## src/rtl/spi_rx_word_reader.sv

```systemverilog
// Requests bytes from an SPI byte receiver one at a time, packs them MSB-first
// into words and streams a programmed number of words out over valid/ready.
module spi_rx_word_reader #(
   parameter int unsigned WORD_BYTES = 2,
   parameter int unsigned LEN_W      = 8
) (
   input  logic                    clk,
   input  logic                    rst_n,
   input  logic                    start,
   input  logic [LEN_W-1:0]        length,
   output logic                    busy,
   output logic                    done,
   output logic                    rx_rd_en,
   input  logic [7:0]              rx_data,
   input  logic                    rx_received,
   output logic [WORD_BYTES*8-1:0] word_data,
   output logic                    word_valid,
   input  logic                    word_ready
);

   localparam int unsigned CNT_W = $clog2(WORD_BYTES) + 1;
   localparam int unsigned WW    = WORD_BYTES * 8;

   typedef enum logic [2:0] {
      IDLE,
      REQ,
      WAIT,
      LOAD,
      DRAIN
   } state_t;

   state_t            state_q, state_d;
   logic [CNT_W-1:0]  byte_cnt_q, byte_cnt_d;
   logic [LEN_W-1:0]  words_left_q, words_left_d;
   logic [WW-1:0]     asm_q, asm_d;
   logic [WW-1:0]     word_data_q, word_data_d;
   logic              word_valid_q, word_valid_d;
   logic              busy_q, busy_d;
   logic              done_q, done_d;
   logic              accept;

   assign accept     = word_valid_q & word_ready;
   assign busy       = busy_q;
   assign done       = done_q;
   assign word_data  = word_data_q;
   assign word_valid = word_valid_q;

   always_comb begin
      state_d      = state_q;
      byte_cnt_d   = byte_cnt_q;
      words_left_d = words_left_q;
      asm_d        = asm_q;
      word_data_d  = word_data_q;
      word_valid_d = word_valid_q;
      busy_d       = busy_q;
      done_d       = 1'b0;
      rx_rd_en     = 1'b0;

      // A consumer handshake may land in any state; LOAD below may re-set valid.
      if (accept) begin
         word_valid_d = 1'b0;
      end

      case (state_q)
         IDLE: begin
            if (start) begin
               if (length != '0) begin
                  words_left_d = length;
                  byte_cnt_d   = '0;
                  busy_d       = 1'b1;
                  state_d      = REQ;
               end else begin
                  done_d = 1'b1;
               end
            end
         end
         REQ: begin
            rx_rd_en = 1'b1;
            state_d  = WAIT;
         end
         WAIT: begin
            if (rx_received) begin
               for (int unsigned i = 0; i < WORD_BYTES; i++) begin
                  if (byte_cnt_q == CNT_W'(i)) begin
                     asm_d[(WORD_BYTES-1-i)*8 +: 8] = rx_data;
                  end
               end
               if (byte_cnt_q < CNT_W'(WORD_BYTES-1)) begin
                  byte_cnt_d = byte_cnt_q + CNT_W'(1);
                  state_d    = REQ;
               end else begin
                  state_d = LOAD;
               end
            end
         end
         LOAD: begin
            if (!word_valid_q || word_ready) begin
               word_data_d  = asm_q;
               word_valid_d = 1'b1;
               words_left_d = words_left_q - LEN_W'(1);
               byte_cnt_d   = '0;
               state_d      = (words_left_q == LEN_W'(1)) ? DRAIN : REQ;
            end
         end
         DRAIN: begin
            if (accept) begin
               busy_d  = 1'b0;
               done_d  = 1'b1;
               state_d = IDLE;
            end
         end
         default: state_d = IDLE;
      endcase
   end

   always_ff @(posedge clk or negedge rst_n) begin
      if (!rst_n) begin
         state_q      <= IDLE;
         byte_cnt_q   <= '0;
         words_left_q <= '0;
         asm_q        <= '0;
         word_data_q  <= '0;
         word_valid_q <= 1'b0;
         busy_q       <= 1'b0;
         done_q       <= 1'b0;
      end else begin
         state_q      <= state_d;
         byte_cnt_q   <= byte_cnt_d;
         words_left_q <= words_left_d;
         asm_q        <= asm_d;
         word_data_q  <= word_data_d;
         word_valid_q <= word_valid_d;
         busy_q       <= busy_d;
         done_q       <= done_d;
      end
   end

endmodule

```

## config.mk

```make
export PLATFORM = sky130hd
export DESIGN_NAME = spi_rx_word_reader
export DESIGN_NICKNAME = d
export VERILOG_FILES = /design/src/rtl/spi_rx_word_reader.sv
export SDC_FILE = /design/constraint.sdc
export NUM_CORES = 1
export LEC_CHECK = 0
export CAP_MARGIN = 20
export CORE_MARGIN = 1
export CORE_UTILIZATION = 30
export DETAILED_ROUTE_END_ITERATION = 6
export PLACE_DENSITY = 0.56
export SLEW_MARGIN = 20
export SYNTH_ARGS = -nofsm -noshare
export SYNTH_HDL_FRONTEND = slang
export SYNTH_SLANG_ARGS = --single-unit
```

## constraint.sdc

```tcl
create_clock -name clk -period 1.8 [get_ports clk]
set_input_delay 0.27 -clock clk [delete_from_list [all_inputs] [get_ports clk]]
set_output_delay 0.27 -clock clk [all_outputs]
set_load 0.01 [all_outputs]
```

# After elaboration in Yosys (flattened, before gate mapping)

Index checks and enable logic that the tools add are counted.

Bits in registers: 48
Word-level logic and storage cells: 70
Output and inout port bits: 20

Muxes and demuxes: 30
Reductions and logical operators: 15
Bitwise operators: 1
Magnitude comparators: 1
$add $sub $neg: 2
Eq/ne operators: 12

Operators by type and width:

| kind                  | number |
|---|---|
| $mux W8               | 3 |
| $mux W3               | 6 |
| $pmux W8 S2           | 1 |
| $pmux W3 S5           | 1 |
| $mux W2               | 6 |
| $ne A2 B2 Y1 const B  | 6 |
| $mux W1               | 10 |
| $eq A8 B1 Y1 const B  | 1 |
| $reduce_and A4 Y1     | 2 |
| $reduce_bool A8 Y1    | 1 |
| $sub A8 B1 Y8 const B | 1 |
| $eq A3 B2 Y1 const B  | 2 |
| $pmux W2 S3           | 1 |
| $reduce_and A3 Y1     | 2 |
| $reduce_and A6 Y1     | 1 |
| $reduce_and A5 Y1     | 1 |
| $pmux W1 S2           | 2 |
| $reduce_bool A2 Y1    | 2 |
| $eq A3 B1 Y1 const B  | 1 |
| $eq A3 B3 Y1 const B  | 1 |
| $logic_not A3 Y1      | 1 |
| $reduce_bool A3 Y1    | 1 |
| $add A2 B1 Y2 const B | 1 |
| $eq A2 B1 Y1 const B  | 1 |
| other kinds (6)       | 6 |

# Depth between registers and ports, before layout

Depth after elaboration: 4
Mapped depth: 7
Gate-level depth less buffers: 6

# Worst setup path after synthesis

OpenSTA, ideal clock, no wires.

Kind: reg2reg
Start point: register words_left_q[0]
End point: register words_left_q[6]
Path slack: 162 ps
Period minus slack after synthesis: 1,638 ps
Required time: 1,676 ps
Cell stages (with the launch flop): 7
Arrival time: 1,514 ps
Cells stage by stage: dfrtp_1 -> inv_1 -> ha_1 -> or3b_2 -> nor3_1 -> o22ai_1 -> o2bb2ai_1

Longest elaborated chain between the ends: 3

RTL lines:

| item                     | line | source |
|---|---|---|
| start: declaration       | 34   | `logic [LEN_W-1:0] words_left_q, words_left_d;` |
| start signal: assignment | 129  | `words_left_q <= words_left_d;` |
| $sub A8 B1 Y8            | 100  | `words_left_d = words_left_q - LEN_W'(1);` |
| $mux W8                  | 97   | `if (!word_valid_q \|\| word_ready) begin` |
| $pmux W8 S2              | 64   | `case (state_q)` |

Every way passes these cells. The select of a mux whose other input is x is not followed.
A chain may end at the register's enable or synchronous reset.

# Final worst setup path

Start point: register state_q[1]
End point: register words_left_q[0]

Longest elaborated chain between the ends: 3

RTL lines:

| item                                                                | line | source |
|---|---|---|
| start: declaration                                                  | 32   | `state_t state_q, state_d;` |
| start signal: assignment                                            | 127  | `state_q <= state_d;` |
| $eq A3 B2 Y1 / $logic_not A3 Y1 (equally long branches)             | 64   |  |
| $ne A2 B2 Y1 (no line) / $reduce_bool A2 Y1 (equally long branches) | n/a  |  |
| $reduce_and A4 Y1 (no line)                                         | n/a  |  |

Parallel ways exist; a longest one is shown, timed or not.

==> impl_results.rst <==
.. list-table::
   :header-rows: 1

   * - Metric
     - Value
   * - Clock sink count
     - 48
   * - Crit path largest cell delay
     - 410 ps
   * - Cells after Synth
     - 187
   * - Antenna diodes
     - 0
   * - Period utilisation layout
     - 94.2%
   * - Met1 Usage GRT
     - 17.5%
   * - DRC Markers
     - 0
   * - Per-instance average area after synthesis
     - 12.3 µm²
   * - Maximum vdd ir drop
     - 0.577 mV
   * - Die Span X
     - 89.4 µm
   * - Transition time at the pin with the least slew margin
     - 386 ps
   * - Required time of the critical path
     - 1970 ps
   * - Number of hold-slack violations in the final timing report
     - 0
   * - Crit-path leading delay family
     - simple AND/OR/NAND/NOR gates
   * - Distinct cell type count of the synthesized netlist
     - 46
   * - Synth warn
     - 0
   * - Highest fanout seen on the critical path
     - 11
   * - Post-synth EDFFs
     - 0
   * - Leakage
     - 1.33 nW
   * - Startpoint type of the worst setup path
     - flop
   * - Grt peak-use layer
     - met2
   * - Clk buf depth
     - 2
   * - Routability congestion estimate
     - 0.819
   * - Max cap viols
     - 0
   * - Top cell type's share of synthesized area
     - 52.4%
   * - Number of ports placed on the die boundary
     - 41
   * - Setup clock skew after layout
     - 4.07 ps
   * - Max-slew violation total from the final report
     - 0
   * - Initial Utilization
     - 31.3%
   * - Most instantiated library cell after synthesis
     - sky130_fd_sc_hd__dfrtp_1
   * - Die footprint
     - 8000 µm²
   * - Number of vias per cell
     - 4.88
   * - Result of the run
     - finished clean
   * - Number of search-and-repair iterations in the first detailed-routing pass
     - 4
   * - Power per cell area
     - 1560 nW/µm²
   * - Critical path arrival
     - 1870 ps
   * - Most used flip-flop cell after synthesis
     - sky130_fd_sc_hd__dfrtp_1
   * - Final core area utilization
     - 42.3%
   * - GR Layer Usage met2
     - 22.5%
   * - Routed wire length
     - 5010 µm
   * - Highest clock rate
     - 0.590 GHz
   * - H-tree depth reported by CTS
     - 2
   * - Largest cells by area after synthesis
     - sky130_fd_sc_hd__dfrtp_1 52%, sky130_fd_sc_hd__mux2_2 13%, sky130_fd_sc_hd__mux2_1 2.5%
   * - GRT overflow
     - 0
   * - Worst Setup Slack post-DPL
     - -196 ps
   * - Post-route standard cell area excluding fillers
     - 3100 µm²
   * - Met3 demand-to-capacity share in global routing
     - 4.16%
   * - Maximum number of pins on one net before global-route repair
     - 26
   * - Number of design-rule violations left by the first detailed-router iteration
     - 68
   * - Library cell contributing the largest single delay on the critical path
     - sky130_fd_sc_hd__dfrtp_2
   * - Number of buffers created by CTS
     - 5
   * - Number of port buffers
     - 40
   * - Tmin final
     - 1700 ps
   * - Register bit count reported by yosys
     - 48
   * - Number of failing setup endpoints in the final timing report
     - 0
   * - Post-Route Hold Slack
     - 414 ps
   * - Root buffer cell
     - sky130_fd_sc_hd__clkbuf_8
   * - Post-DR wirelength/cell
     - 14.0 µm
   * - Crit end category
     - flop
   * - Smallest setup slack after layout
     - 104 ps
   * - Cells along the critical path
     - buf_4 > or2_1 > a2111oi_4 > buf_4 > or2_1 > o211ai_1
   * - Sequential cell area fraction in the yosys report
     - 52.4%
   * - Most numerous cell types in the synthesized netlist
     - 48 x sky130_fd_sc_hd__dfrtp_1, 27 x sky130_fd_sc_hd__mux2_2, 9 x sky130_fd_sc_hd__nor2_1
   * - Initial antenna violation count
     - 0
   * - Std cell rows
     - 31
   * - Floorplan Core Area
     - 7330 µm²
   * - Placed wire-length estimate after detailed placement
     - 3560 µm
   * - First-pass GRT wire length
     - 8410 µm
   * - Antenna Nets Post-Route
     - 0
   * - TritonCTS clock tree
     - yes
   * - Vias in the first global route
     - 1791
   * - Clock transition at path regs
     - 90 ps
   * - Routed vias
     - 1741
   * - Placement Cell Area
     - 2960 µm²
   * - Final-stage net count
     - 282
   * - Height of the die
     - 89.4 µm
   * - Cell area after synthesis
     - 2290 µm²
   * - Layout fillers
     - 686
   * - Layout overhead on the synthesized area
     - 35.2%
   * - Synthesized Nets
     - 212
   * - Type of the worst setup path
     - reg -> reg
   * - Overall Global Routing Usage
     - 13.8%
   * - Remaining max-slew budget at the tightest pin
     - 74.3%
   * - Synth area leader
     - sky130_fd_sc_hd__dfrtp_1
   * - Min-delay worst type
     - in -> async
   * - Post-synth ARST share
     - 100%
   * - Number of buffers and inverters on the critical path
     - 2
   * - Layout cell share with drive strength beyond 1
     - 31.8%
   * - Clock latency reported for the late side of the worst-skew pair
     - 300 ps
-- area by class of cell --
| cell class | instances | area [µm²] | share of cell area [%] |
|---|---|---|---|
| Tap cell | 99 | 124 | 3.99 |
| Multi-Input combinational cell | 123 | 1010 | 32.6 |
| Sequential cell | 48 | 1200 | 38.8 |
| Clock buffer | 6 | 82.6 | 2.66 |
| Timing Repair Buffer | 72 | 637 | 20.5 |
| Clock inverter | 2 | 17.5 | 0.565 |
| Inverter | 7 | 26.3 | 0.847 |
-- final timing paths --
kind,startpoint,to,slack (ps),cells past startpoint
setup / recovery,state_q[1],words_left_q[0],100,6
hold / removal,rst_n,word_data[9],410,2
setup reg to reg,state_q[1],words_left_q[0],100,6
hold reg to reg,word_data[3],word_data[3],490,1
max in group asynchronous,rst_n,state_q[1],820,3
min in group clk,word_data[3],word_data[3],490,1
-- per-layer routing --
layer | wire (µm) | share of wire, % | vias up
li1 | - | - | 831
met1 | 2280 | 45 | 859
met2 | 2390 | 48 | 45
met3 | 283 | 5.6 | 6
met4 | 61 | 1.2 | 0
met5 | 0 | 0 | -
-- power by group --
part           total (W)  switching, W  internal, W
combinational    0.00224      0.000966      0.00128
clock           0.000703      0.000381     0.000322
sequential       0.00188      0.000332      0.00155
-- metrics by stage --
stage | TNS [ps] | instances | power [W]
2_1_floorplan | 0 | 187 | 0.00323
3_3_place_gp | -1350 | 346 | 0.00407
3_5_place_dp | -1170 | 346 | 0.00409
4_1_cts | 0 | 356 | 0.00483
5_1_grt | -10.0 | 357 | 0.00520
6_report | 0 | 357 | 0.00483
-- registers in the layout, summed over array words and instances, names as in the netlist --
name          flops
word_valid        1
words_left_q      8
word_data        16
state_q           3
byte_cnt_q        2
done              1
busy              1
asm_q            16
-- placed cells by master (no fill, tap or decap), drive strengths merged, types with 2 or more instances in the layout --
master / Yosys / routed
nand3b: 2 / 2
nor4: 4 / 4
a21oi: 3 / 3
nand2: 7 / 7
or3: 2 / 2
clkbuf: 2 / 6
nor3: 4 / 4
o2bb2ai: 5 / 5
o21ai: 8 / 8
inv: 7 / 9
dfrtp: 48 / 48
or3b: 2 / 2
clkdlybuf4s50: 0 / 38
nand2b: 3 / 3
a31oi: 3 / 3
nand3: 7 / 7
a22oi: 4 / 4
nor2: 9 / 9
ha: 4 / 4
buf: 7 / 32
o211ai: 3 / 3
or2: 2 / 2
mux2: 32 / 32
o22ai: 4 / 4
-- what timing repair did --
action                                 in CTS  in global routing
setup buffers                               1                  1
hold buffers                                1                  0
resized for setup                           3                  4
endpoints found under the hold margin      16                  0
setup endpoints to repair                   1                  3
gates cloned                                0                  0
-- cell families (layout without fill, tap and decap cells) --
logic type / count (synthesis) / in the layout / synth area share (%)
flip-flops: 48 / 48 / 52.4
buffers and inverters: 16 / 87 / 4.26
AND/OR/NAND/NOR: 50 / 50 / 13.6
adder cells (fa/ha/maj): 4 / 4 / 2.18
multiplexers: 32 / 32 / 15.7
AO/OA/AOI/OAI: 37 / 37 / 11.9
No activity file was read; power rests on OpenSTA's default activity.
